File: src/rtl/lighting_pkg.sv
// -----------------------------------------------------------------------------
// lighting_pkg
// Shared widths, FSM state encoding and FIFO entry type for the lighting
// sequencer (lighting_seq) and its output FIFO (lit_tri_fifo).
//   TRI_W : one triangle, {v0, v1, v2}, 48 bits per vertex
//   VEC_W : light direction vector
//   RGB_W : packed 8:8:8 colour
// -----------------------------------------------------------------------------
package lighting_pkg;

  localparam int TRI_W = 144;
  localparam int VEC_W = 48;
  localparam int RGB_W = 24;

  typedef enum logic [2:0] {
    IDLE    = 3'd0,
    FETCH   = 3'd1,
    WAIT_RD = 3'd2,
    ISSUE   = 3'd3,
    WAIT_LT = 3'd4,
    PUSH    = 3'd5,
    DRAIN   = 3'd6
  } seq_state_t;

  typedef struct packed {
    logic [TRI_W-1:0] triangle;
    logic [RGB_W-1:0] rgb;
  } lit_tri_t;

endpackage

File: src/rtl/lit_tri_fifo.sv
// -----------------------------------------------------------------------------
// lit_tri_fifo
// Synchronous FIFO of lit_tri_t entries feeding the rasterizer.
// Ports:
//   clk, areset       : clock, asynchronous active-high reset
//   push, push_data   : write request; ignored while full (pre-pop count)
//   pop               : read request; ignored while empty
//   head              : entry at the read pointer (zero after reset)
//   empty, full       : status from the registered count
//   count             : number of stored entries, 0..DEPTH
// DEPTH must be a power of two (>= 2) so the pointers wrap naturally.
// -----------------------------------------------------------------------------
module lit_tri_fifo
  import lighting_pkg::*;
#(
  parameter int DEPTH = 4
) (
  input  logic                     clk,
  input  logic                     areset,
  input  logic                     push,
  input  lit_tri_t                 push_data,
  input  logic                     pop,
  output lit_tri_t                 head,
  output logic                     empty,
  output logic                     full,
  output logic [$clog2(DEPTH):0]   count
);

  localparam int PTR_W = $clog2(DEPTH);

  lit_tri_t         mem [DEPTH];
  logic [PTR_W-1:0] wr_ptr;
  logic [PTR_W-1:0] rd_ptr;
  logic             push_ok;
  logic             pop_ok;

  // Full is judged on the count before any same-cycle pop, so a pop never
  // makes room for a push in the same cycle.
  assign full    = (count == (PTR_W+1)'(DEPTH));
  assign empty   = (count == '0);
  assign push_ok = push && !full;
  assign pop_ok  = pop && !empty;
  assign head    = mem[rd_ptr];

  always_ff @(posedge clk or posedge areset) begin
    if (areset) begin
      wr_ptr <= '0;
      rd_ptr <= '0;
      count  <= '0;
      for (int i = 0; i < DEPTH; i++) mem[i] <= '0;
    end else begin
      if (push_ok) begin
        mem[wr_ptr] <= push_data;
        wr_ptr      <= wr_ptr + 1'b1;
      end
      if (pop_ok) rd_ptr <= rd_ptr + 1'b1;
      case ({push_ok, pop_ok})
        2'b10:   count <= count + 1'b1;
        2'b01:   count <= count - 1'b1;
        default: count <= count;
      endcase
    end
  end

endmodule

File: src/rtl/lighting_seq.sv
// -----------------------------------------------------------------------------
// lighting_seq
// Walks a triangle memory on start, feeds each triangle to the lighting stage,
// collects the colour result and queues lit triangles for the rasterizer.
// Ports:
//   clk, areset                  : clock, asynchronous active-high reset
//   start, tri_count, light_vec,
//   base_rgb                     : frame request (sampled when start accepted)
//   busy, done, err_timeout,
//   cull_count                   : frame status
//   mem_rd, mem_addr, mem_rdata  : triangle memory, read data 1 cycle later
//   lt_en, lt_triangle,
//   lt_light_vec, lt_rgb         : lighting request (held until next lt_en)
//   lt_valid, lt_illuminated,
//   lt_rgb_out                   : lighting result
//   out_valid, out_ready,
//   out_triangle, out_rgb        : output stream (FIFO head)
//   dbg_state, dbg_fifo_count    : FSM state and FIFO occupancy for observation
// Build option: LIGHTING_SEQ_CULL_EN -- when defined, unlit triangles are
// dropped and counted; otherwise they are forwarded with rgb 24'h000000.
// Output handshake: out_valid/out_ready, an entry transfers on any cycle where
// both are high; out_valid never waits on out_ready and the head entry stays
// stable while out_valid is high and out_ready is low.
// -----------------------------------------------------------------------------
module lighting_seq
  import lighting_pkg::*;
#(
  parameter int ADDR_W     = 10,
  parameter int FIFO_DEPTH = 4,
  parameter int MIN_LAT    = 4,
  parameter int TIMEOUT    = 63
) (
  input  logic                        clk,
  input  logic                        areset,
  input  logic                        start,
  input  logic [ADDR_W-1:0]           tri_count,
  input  logic [VEC_W-1:0]            light_vec,
  input  logic [RGB_W-1:0]            base_rgb,
  output logic                        busy,
  output logic                        done,
  output logic                        err_timeout,
  output logic [15:0]                 cull_count,
  output logic                        mem_rd,
  output logic [ADDR_W-1:0]           mem_addr,
  input  logic [TRI_W-1:0]            mem_rdata,
  output logic                        lt_en,
  output logic [TRI_W-1:0]            lt_triangle,
  output logic [VEC_W-1:0]            lt_light_vec,
  output logic [RGB_W-1:0]            lt_rgb,
  input  logic                        lt_valid,
  input  logic                        lt_illuminated,
  input  logic [RGB_W-1:0]            lt_rgb_out,
  output logic                        out_valid,
  input  logic                        out_ready,
  output logic [TRI_W-1:0]            out_triangle,
  output logic [RGB_W-1:0]            out_rgb,
  output logic [2:0]                  dbg_state,
  output logic [$clog2(FIFO_DEPTH):0] dbg_fifo_count
);

  localparam int WAIT_W = $clog2(MIN_LAT + TIMEOUT + 1);
  localparam logic [WAIT_W-1:0] LAT_MIN = WAIT_W'(MIN_LAT);
  localparam logic [WAIT_W-1:0] LAT_MAX = WAIT_W'(MIN_LAT + TIMEOUT);

  seq_state_t        state, next_state;
  logic [ADDR_W-1:0] idx;
  logic [ADDR_W-1:0] cnt_lat;
  logic [VEC_W-1:0]  light_lat;
  logic [RGB_W-1:0]  base_lat;
  logic [WAIT_W-1:0] wait_cnt;
  logic              cap_lit;
  logic [RGB_W-1:0]  cap_rgb;

  logic              start_ok;
  logic              lt_accept;
  logic              lt_timeout;
  logic              keep;
  logic              advance;
  logic              more;
  logic              cull_inc;
  logic [ADDR_W:0]   idx_next;

  logic              fifo_push;
  logic              fifo_empty;
  logic              fifo_full;
  lit_tri_t          push_entry;
  lit_tri_t          head_entry;

  // done shares the cycle with IDLE; a start landing on it is not taken.
  assign start_ok   = (state == IDLE) && start && !done;
  assign lt_accept  = (state == WAIT_LT) && lt_valid && (wait_cnt >= LAT_MIN);
  assign lt_timeout = (state == WAIT_LT) && !lt_accept && (wait_cnt == LAT_MAX);
  assign idx_next   = {1'b0, idx} + 1'b1;
  assign more       = idx_next < {1'b0, cnt_lat};

`ifdef LIGHTING_SEQ_CULL_EN
  assign keep = cap_lit;
`else
  assign keep = 1'b1;
`endif

  // A triangle leaves PUSH once it is either written or not meant to be kept.
  assign advance  = lt_timeout || ((state == PUSH) && (!keep || !fifo_full));
  assign cull_inc = (state == PUSH) && !keep;

  assign push_entry.triangle = lt_triangle;
  assign push_entry.rgb      = cap_lit ? cap_rgb : '0;

  always_comb begin
    next_state = state;
    mem_rd     = 1'b0;
    mem_addr   = '0;
    lt_en      = 1'b0;
    fifo_push  = 1'b0;
    case (state)
      IDLE:    if (start_ok) next_state = (tri_count == '0) ? DRAIN : FETCH;
      FETCH: begin
        mem_rd     = 1'b1;
        mem_addr   = idx;
        next_state = WAIT_RD;
      end
      WAIT_RD: next_state = ISSUE;
      ISSUE: begin
        lt_en      = 1'b1;
        next_state = WAIT_LT;
      end
      WAIT_LT: begin
        if (lt_accept)       next_state = PUSH;
        else if (lt_timeout) next_state = more ? FETCH : DRAIN;
      end
      PUSH: begin
        fifo_push = keep && !fifo_full;
        if (advance) next_state = more ? FETCH : DRAIN;
      end
      DRAIN:   if (fifo_empty) next_state = IDLE;
      default: next_state = IDLE;
    endcase
  end

  always_ff @(posedge clk or posedge areset) begin
    if (areset) state <= IDLE;
    else        state <= next_state;
  end

  always_ff @(posedge clk or posedge areset) begin
    if (areset) begin
      idx          <= '0;
      cnt_lat      <= '0;
      light_lat    <= '0;
      base_lat     <= '0;
      wait_cnt     <= '0;
      cap_lit      <= 1'b0;
      cap_rgb      <= '0;
      busy         <= 1'b0;
      done         <= 1'b0;
      err_timeout  <= 1'b0;
      cull_count   <= '0;
      lt_triangle  <= '0;
      lt_light_vec <= '0;
      lt_rgb       <= '0;
    end else begin
      done <= (state == DRAIN) && fifo_empty;
      if ((state == DRAIN) && fifo_empty) busy <= 1'b0;

      if (start_ok) begin
        cnt_lat     <= tri_count;
        light_lat   <= light_vec;
        base_lat    <= base_rgb;
        idx         <= '0;
        cull_count  <= '0;
        err_timeout <= 1'b0;
        busy        <= 1'b1;
      end

      if (state == WAIT_RD) begin
        lt_triangle  <= mem_rdata;
        lt_light_vec <= light_lat;
        lt_rgb       <= base_lat;
      end

      if (state == ISSUE)        wait_cnt <= '0;
      else if (state == WAIT_LT) wait_cnt <= wait_cnt + 1'b1;

      if (lt_accept) begin
        cap_lit <= lt_illuminated;
        cap_rgb <= lt_rgb_out;
      end

      if (lt_timeout) err_timeout <= 1'b1;
      if (advance)    idx <= idx_next[ADDR_W-1:0];
      if (cull_inc && (cull_count != 16'hFFFF)) cull_count <= cull_count + 1'b1;
    end
  end

  lit_tri_fifo #(
    .DEPTH (FIFO_DEPTH)
  ) u_fifo (
    .clk       (clk),
    .areset    (areset),
    .push      (fifo_push),
    .push_data (push_entry),
    .pop       (out_ready),
    .head      (head_entry),
    .empty     (fifo_empty),
    .full      (fifo_full),
    .count     (dbg_fifo_count)
  );

  assign out_valid    = !fifo_empty;
  assign out_triangle = head_entry.triangle;
  assign out_rgb      = head_entry.rgb;
  assign dbg_state    = state;

endmodule

File: config.mk
export PLATFORM = sky130hd
export DESIGN_NAME = lighting_seq
export DESIGN_NICKNAME = d
export VERILOG_FILES = /design/src/rtl/lighting_pkg.sv /design/src/rtl/lit_tri_fifo.sv /design/src/rtl/lighting_seq.sv
export SDC_FILE = /design/constraint.sdc
export NUM_CORES = 2
export LEC_CHECK = 0
export BUFFER_PORTS_ARGS = -buffer_cell sky130_fd_sc_hd__clkbuf_2
export CAP_MARGIN = 20
export CORE_UTILIZATION = 57
export CTS_CLUSTER_DIAMETER = 150
export CTS_CLUSTER_SIZE = 12
export DETAILED_ROUTE_END_ITERATION = 12
export HOLD_SLACK_MARGIN = 0.12
export PLACE_DENSITY = 0.8
export SYNTH_ARGS = -nofsm -noshare
export SYNTH_HDL_FRONTEND = slang
export SYNTH_SLANG_ARGS = --single-unit
File: constraint.sdc
create_clock -name clk -period 44.3 [get_ports clk]
set_input_delay 4.43 -clock clk [delete_from_list [all_inputs] [get_ports clk]]
set_output_delay 4.43 -clock clk [all_outputs]
set_load 0.01 [all_outputs]
After elaboration in Yosys (flattened, before gate mapping)
Index checks and enable logic that the tools add are counted.
{ "word_totals": {"output_inout_bits": 422, "input_bits": 256, "latchBits": 0, "ramBits": 0, "ff_bits": 1025, "rom_bits": 0, "memories": 0} }
{ "classes": {"multipliers": 0, "reduce_logical": 25, "div": 0, "bitwise_logic": 2, "add_sub_neg": 6, "muxes": 28, "magnitude_cmp": 5, "n_eq_ne": 14, "shift": 0} }
{ "op_table": {"columns": ["op", "count"], "rows": [
  ["$bwmux 672", 1],
  ["$mux 168", 3],
  ["$bmux 168 s2", 1],
  ["$demux 168 s2", 1],
  ["$mux 10", 3],
  ["$mux 24", 1],
  ["$mux 3", 7],
  ["$pmux 3 s7", 1],
  ["$mux 7", 2],
  ["$eq 3x3->1 const B", 4],
  ["$add 10x1->11 const B", 1],
  ["$logic_and 1x1->1", 11],
  ["$lt 11x10->1", 1],
  ["$logic_not 10->1", 1],
  ["$reduce_bool 2->1", 5],
  ["$add 7x1->7 const B", 1],
  ["$eq 7x7->1 const B", 1],
  ["$ge 7x3->1 const B", 1],
  ["$mux 1", 7],
  ["$eq 3x2->1 const B", 2],
  ["$ge 3x3->1 const B", 2],
  ["$logic_not 3->1", 2],
  ["$ne 2x2->1 const B", 3],
  ["$not 2->3", 2],
  ["12 further kinds", 16]
]} }

Depth between registers and ports, before layout
{ "depth": {"word_depth": 9, "depth_mapped": 13} }

By module
Synthesis repeated with hierarchy kept, for this count alone.
{ "hier_totals": {"hier_cells": 2729, "hier_area_um2": 44455.1} }
{ "modules_own_cells": {"columns": ["module", "cells_each", "area_per_inst_um2", "n_inst", "seq_area_each_um2"], "rows": [
  ["lit_tri_fifo", 1663, 29484.5, 1, 16991.3],
  ["lighting_seq", 1066, 14970.6, 1, 8658.3]
]} }

Least setup slack after synthesis
Ideal clock, no wire load.
{ "synth_path": {"path_kind": "reg-to-output", "start": "register u_fifo.rd_ptr[0]", "end": "output port out_triangle[78]", "path_buffers": 3, "path_slack_ns": 38.152, "arrival_time_ns": 1.718, "path_stages_with_launch": 5, "path_cell_list": "dfrtp_1 clkbuf_1 buf_1 buf_2 mux4_2"} }
{ "synth_between": {"elab_chain_len": 4} }
{ "synth_lines": {"columns": ["item", "line_no", "source"], "rows": [
  ["from (decl)", "lit_tri_fifo.sv:33", "logic [PTR_W-1:0] rd_ptr;"],
  ["from (signal assigned)", "lit_tri_fifo.sv:56", "if (pop_ok) rd_ptr <= rd_ptr + 1'b1;"],
  ["$not 2->3 (not written as such)", "lit_tri_fifo.sv:43", "assign head = mem[rd_ptr];"],
  ["$bmux 168 s2", "lit_tri_fifo.sv:43", null],
  ["$mux 168 (not written as such) (2 in series)", "lit_tri_fifo.sv:43", null],
  ["to (decl)", "lighting_seq.sv:55", "output logic [TRI_W-1:0] out_triangle,"]
]} }
Every way passes these cells. The select of a mux whose other input is x is not followed.

==> results.yml <==
detailed_routing:
  first_iter_violations: 1584
  num_vias: 26950
  drt-vias-per-instance: 5.626
  ant_nets: 0
  drt_wl_total_um: 100100
  wl_per_cell_um: 20.90
  firstDrtPassIters: 5
  drc: 0
worst_setup_path:
  critPathMaxFanout: 105
  crit_chain: "clkbuf_2, inv_8, buf_4, buf_4, buf_4, buf_4, buf_4, buf_16"
  crit_required_ns: 45.08
  critPathKind: "input port to asynchronous set/reset pin"
  slowest_delay_ns: 0.87
  crit_slowest_cell: "buf_4"
  startpoint_type: "input port"
  crit_top_cell: "buf_4"
  arrival_ns: 9.11
  cp-end-kind: "asynchronous set/reset pin"
floorplan:
  core_um2: 75950
  rows: 101
  die_w_um: 279.1
  pin_count: 678
  die-area_um2: 77890
  start_util: 0.5762
  fp.dieH_um: 279.1
clocking:
  cts_tree: "built"
  clockBufferDepth: 3
  cts.repair.resized: 0
  cts_made_buffers: 95
  cts_hold_buffers: 0
  post-cts-setup-buffer-count: 0
  cts_sinks: 1025
  h-tree-depth: 3
  clk_pin_slew_ns: 0.06
  cts_root_buf: "clkbuf_16"
  clock_latency_ns: 0.66
global_routing:
  use_met3: 0.05949
  use_met2: 0.4456
  grt_pass1_wl_um: 158800
  first_global_vias: 28600
  grt_overflow: 0
  top_usage_layer: "met2"
  grt_max_degree: 193
  antenna_found_initial: 4
  use_met1: 0.3187
  grt_usage: 0.2609
finish:
  finalNetCount: 4025
  post-route-util: 0.6496
  area_growth_pct: 12.74
  stdcell_count: 4791
  drive_above_1_share: 0.4425
sta:
  fmax_mhz: 120.0
  final_hold_viol_count: 0
  rsz0062_at_grt: "false"
  tns_ns: 0
  setup_viol: 0
  slew_viol_final: 0
  max_slew_margin: 0.2496
  clock_skew_ns: 0.03649
  min_period_over_period: 0.1881
  worst_slew_pin_slew_ns: 1.123
  layout_min_cycle_time_ns: 8.331
  timing.hold.ws_ns: 0.4489
  setup_slack_ns: 35.97
power:
  ir_drop_v: 0.00004424
  power_density_nw_per_um2: 74.07
  leakagePower_nw: 24.74
synth:
  netlist_area_um2: 43760
  synthCells: 3294
  yosysTopAreaCell: "dfrtp_1"
  synth_ff_type: "dfrtp_1"
  yosysMostFrequentCell: "dfrtp_1"
  avgSynthCellArea_um2: 13.29
  async_flop_share: 1.000
  synth_edf_count: 0
  netlist.area_leader.share: 0.5861
  synth-seq-area-share: 0.5861
  synth-seq-cells: 1025
  yosysUniqueCellTypes: 48
  netlist_top_cells_count: "dfrtp_1, nand2_1, mux2_2"
  synthTopCellsByArea: "dfrtp_1, mux2_2, mux4_2"
  yosysWarnings: 0
placed_design:
  routabilityCongestion: 0.8146
  pre_cts_ws_ns: 34.69
  portBuffers: 661
  dp.cells: 4682
  hpwl_um: 64190
outcome:
  status: "completed"
flow_run:
  maxCapViolCount: 0
min_path:
  hp-class: "register to register"
==> logic make-up (layout without fill, tap and decap cells) <==
group,after synthesis,in the layout,synth area share
buf+inv,370,819,0.04797
flops,1025,1025,0.5861
mux,851,851,0.2622
fa+ha+maj,18,18,0.005318
simple gates,868,868,0.07691
xor+xnor,16,16,0.003202
other cells,1,19,0.00008569
compound gates,145,145,0.01821
==> critical path, delay by kind of cell <==
kind	cells	cell delay (ns)
buffers and inverters	8	4.43
==> report_power, final <==
group	total (mW)	internal (mW)	switching [mW]
clock network	0.723	0.391	0.333
logic	1.28	0.653	0.627
registers	1.65	1.33	0.322
total	3.65	2.37	1.28
==> placed cells by master (no fill, tap or decap), types with 12 or more instances in the layout <==
cell type	instances
clkbuf_2	661
ha_1	17
buf_4	28
mux4_2	168
dfrtp_1	1023
nor2_1	20
inv_1	20
and2_1	13
o21ai_0	105
mux2_2	683
nand2_1	795
clkbuf_16	98
nand3_1	12
conb_1	16
==> area by class of cell <==
| cell class | count | area [um^2] |
|---|---|---|
| antenna | 3 | 7.507 |
| clock buffer | 99 | 2456 |
| clock inverter | 5 | 91.34 |
| fill | 5429 | 26610 |
| inverter | 21 | 86.33 |
| multi-input combinational | 1914 | 16120 |
| sequential | 1025 | 25660 |
| tap | 1030 | 1289 |
| timing repair buffer | 694 | 3633 |
==> flip-flops by register name, summed over array words and instances, names as in the netlist <==
register and count:
u_fifo.mem 672, u_fifo.count 3, lt_light_vec 48, lt_triangle 144, idx 10, cap_lit 1
err_timeout 1, u_fifo.wr_ptr 2, dbg_state 3, wait_cnt 7, cnt_lat 10, light_lat 48
u_fifo.rd_ptr 2, base_lat 24, busy 1, cap_rgb 24, done 1, lt_rgb 24
==> path summary, 6_finish.rpt <==
check / endpoint / slack, ns / cells after the start / start
max reg2reg: u_fifo.mem[553]$_DFFE_PP0P_ / 40.67 / 5 / dbg_state[2]$_DFFE_PP0P_
min in group asynchronous: base_lat[11]$_DFFE_PP0P_ / 3.91 / 2 / areset
max: u_fifo.mem[570]$_DFFE_PP0P_ / 35.97 / 8 / areset
min reg2reg: lt_light_vec[4]$_DFFE_PP0N_ / 0.45 / 2 / light_lat[4]$_DFFE_PP0P_
max in group clk: out_triangle[24] / 35.99 / 4 / u_fifo.rd_ptr[0]$_DFFE_PP0P_
min: lt_light_vec[4]$_DFFE_PP0N_ / 0.45 / 2 / light_lat[4]$_DFFE_PP0P_
==> per-stage QoR <==
step,power [mW],cell area [um^2]
floorplan,2.517,43820
global placement,2.877,46730
detailed placement,2.940,46730
CTS,3.679,49280
global route,3.857,49340
finish,3.655,49340
==> per-layer routing <==
layer | up-vias | routed length (um)
li1 | 11990 | -
met1 | 13980 | 38640
met2 | 783 | 51190
met3 | 197 | 6288
met4 | 2 | 3986
met5 | - | 13
(Power assumes the default switching activity.)
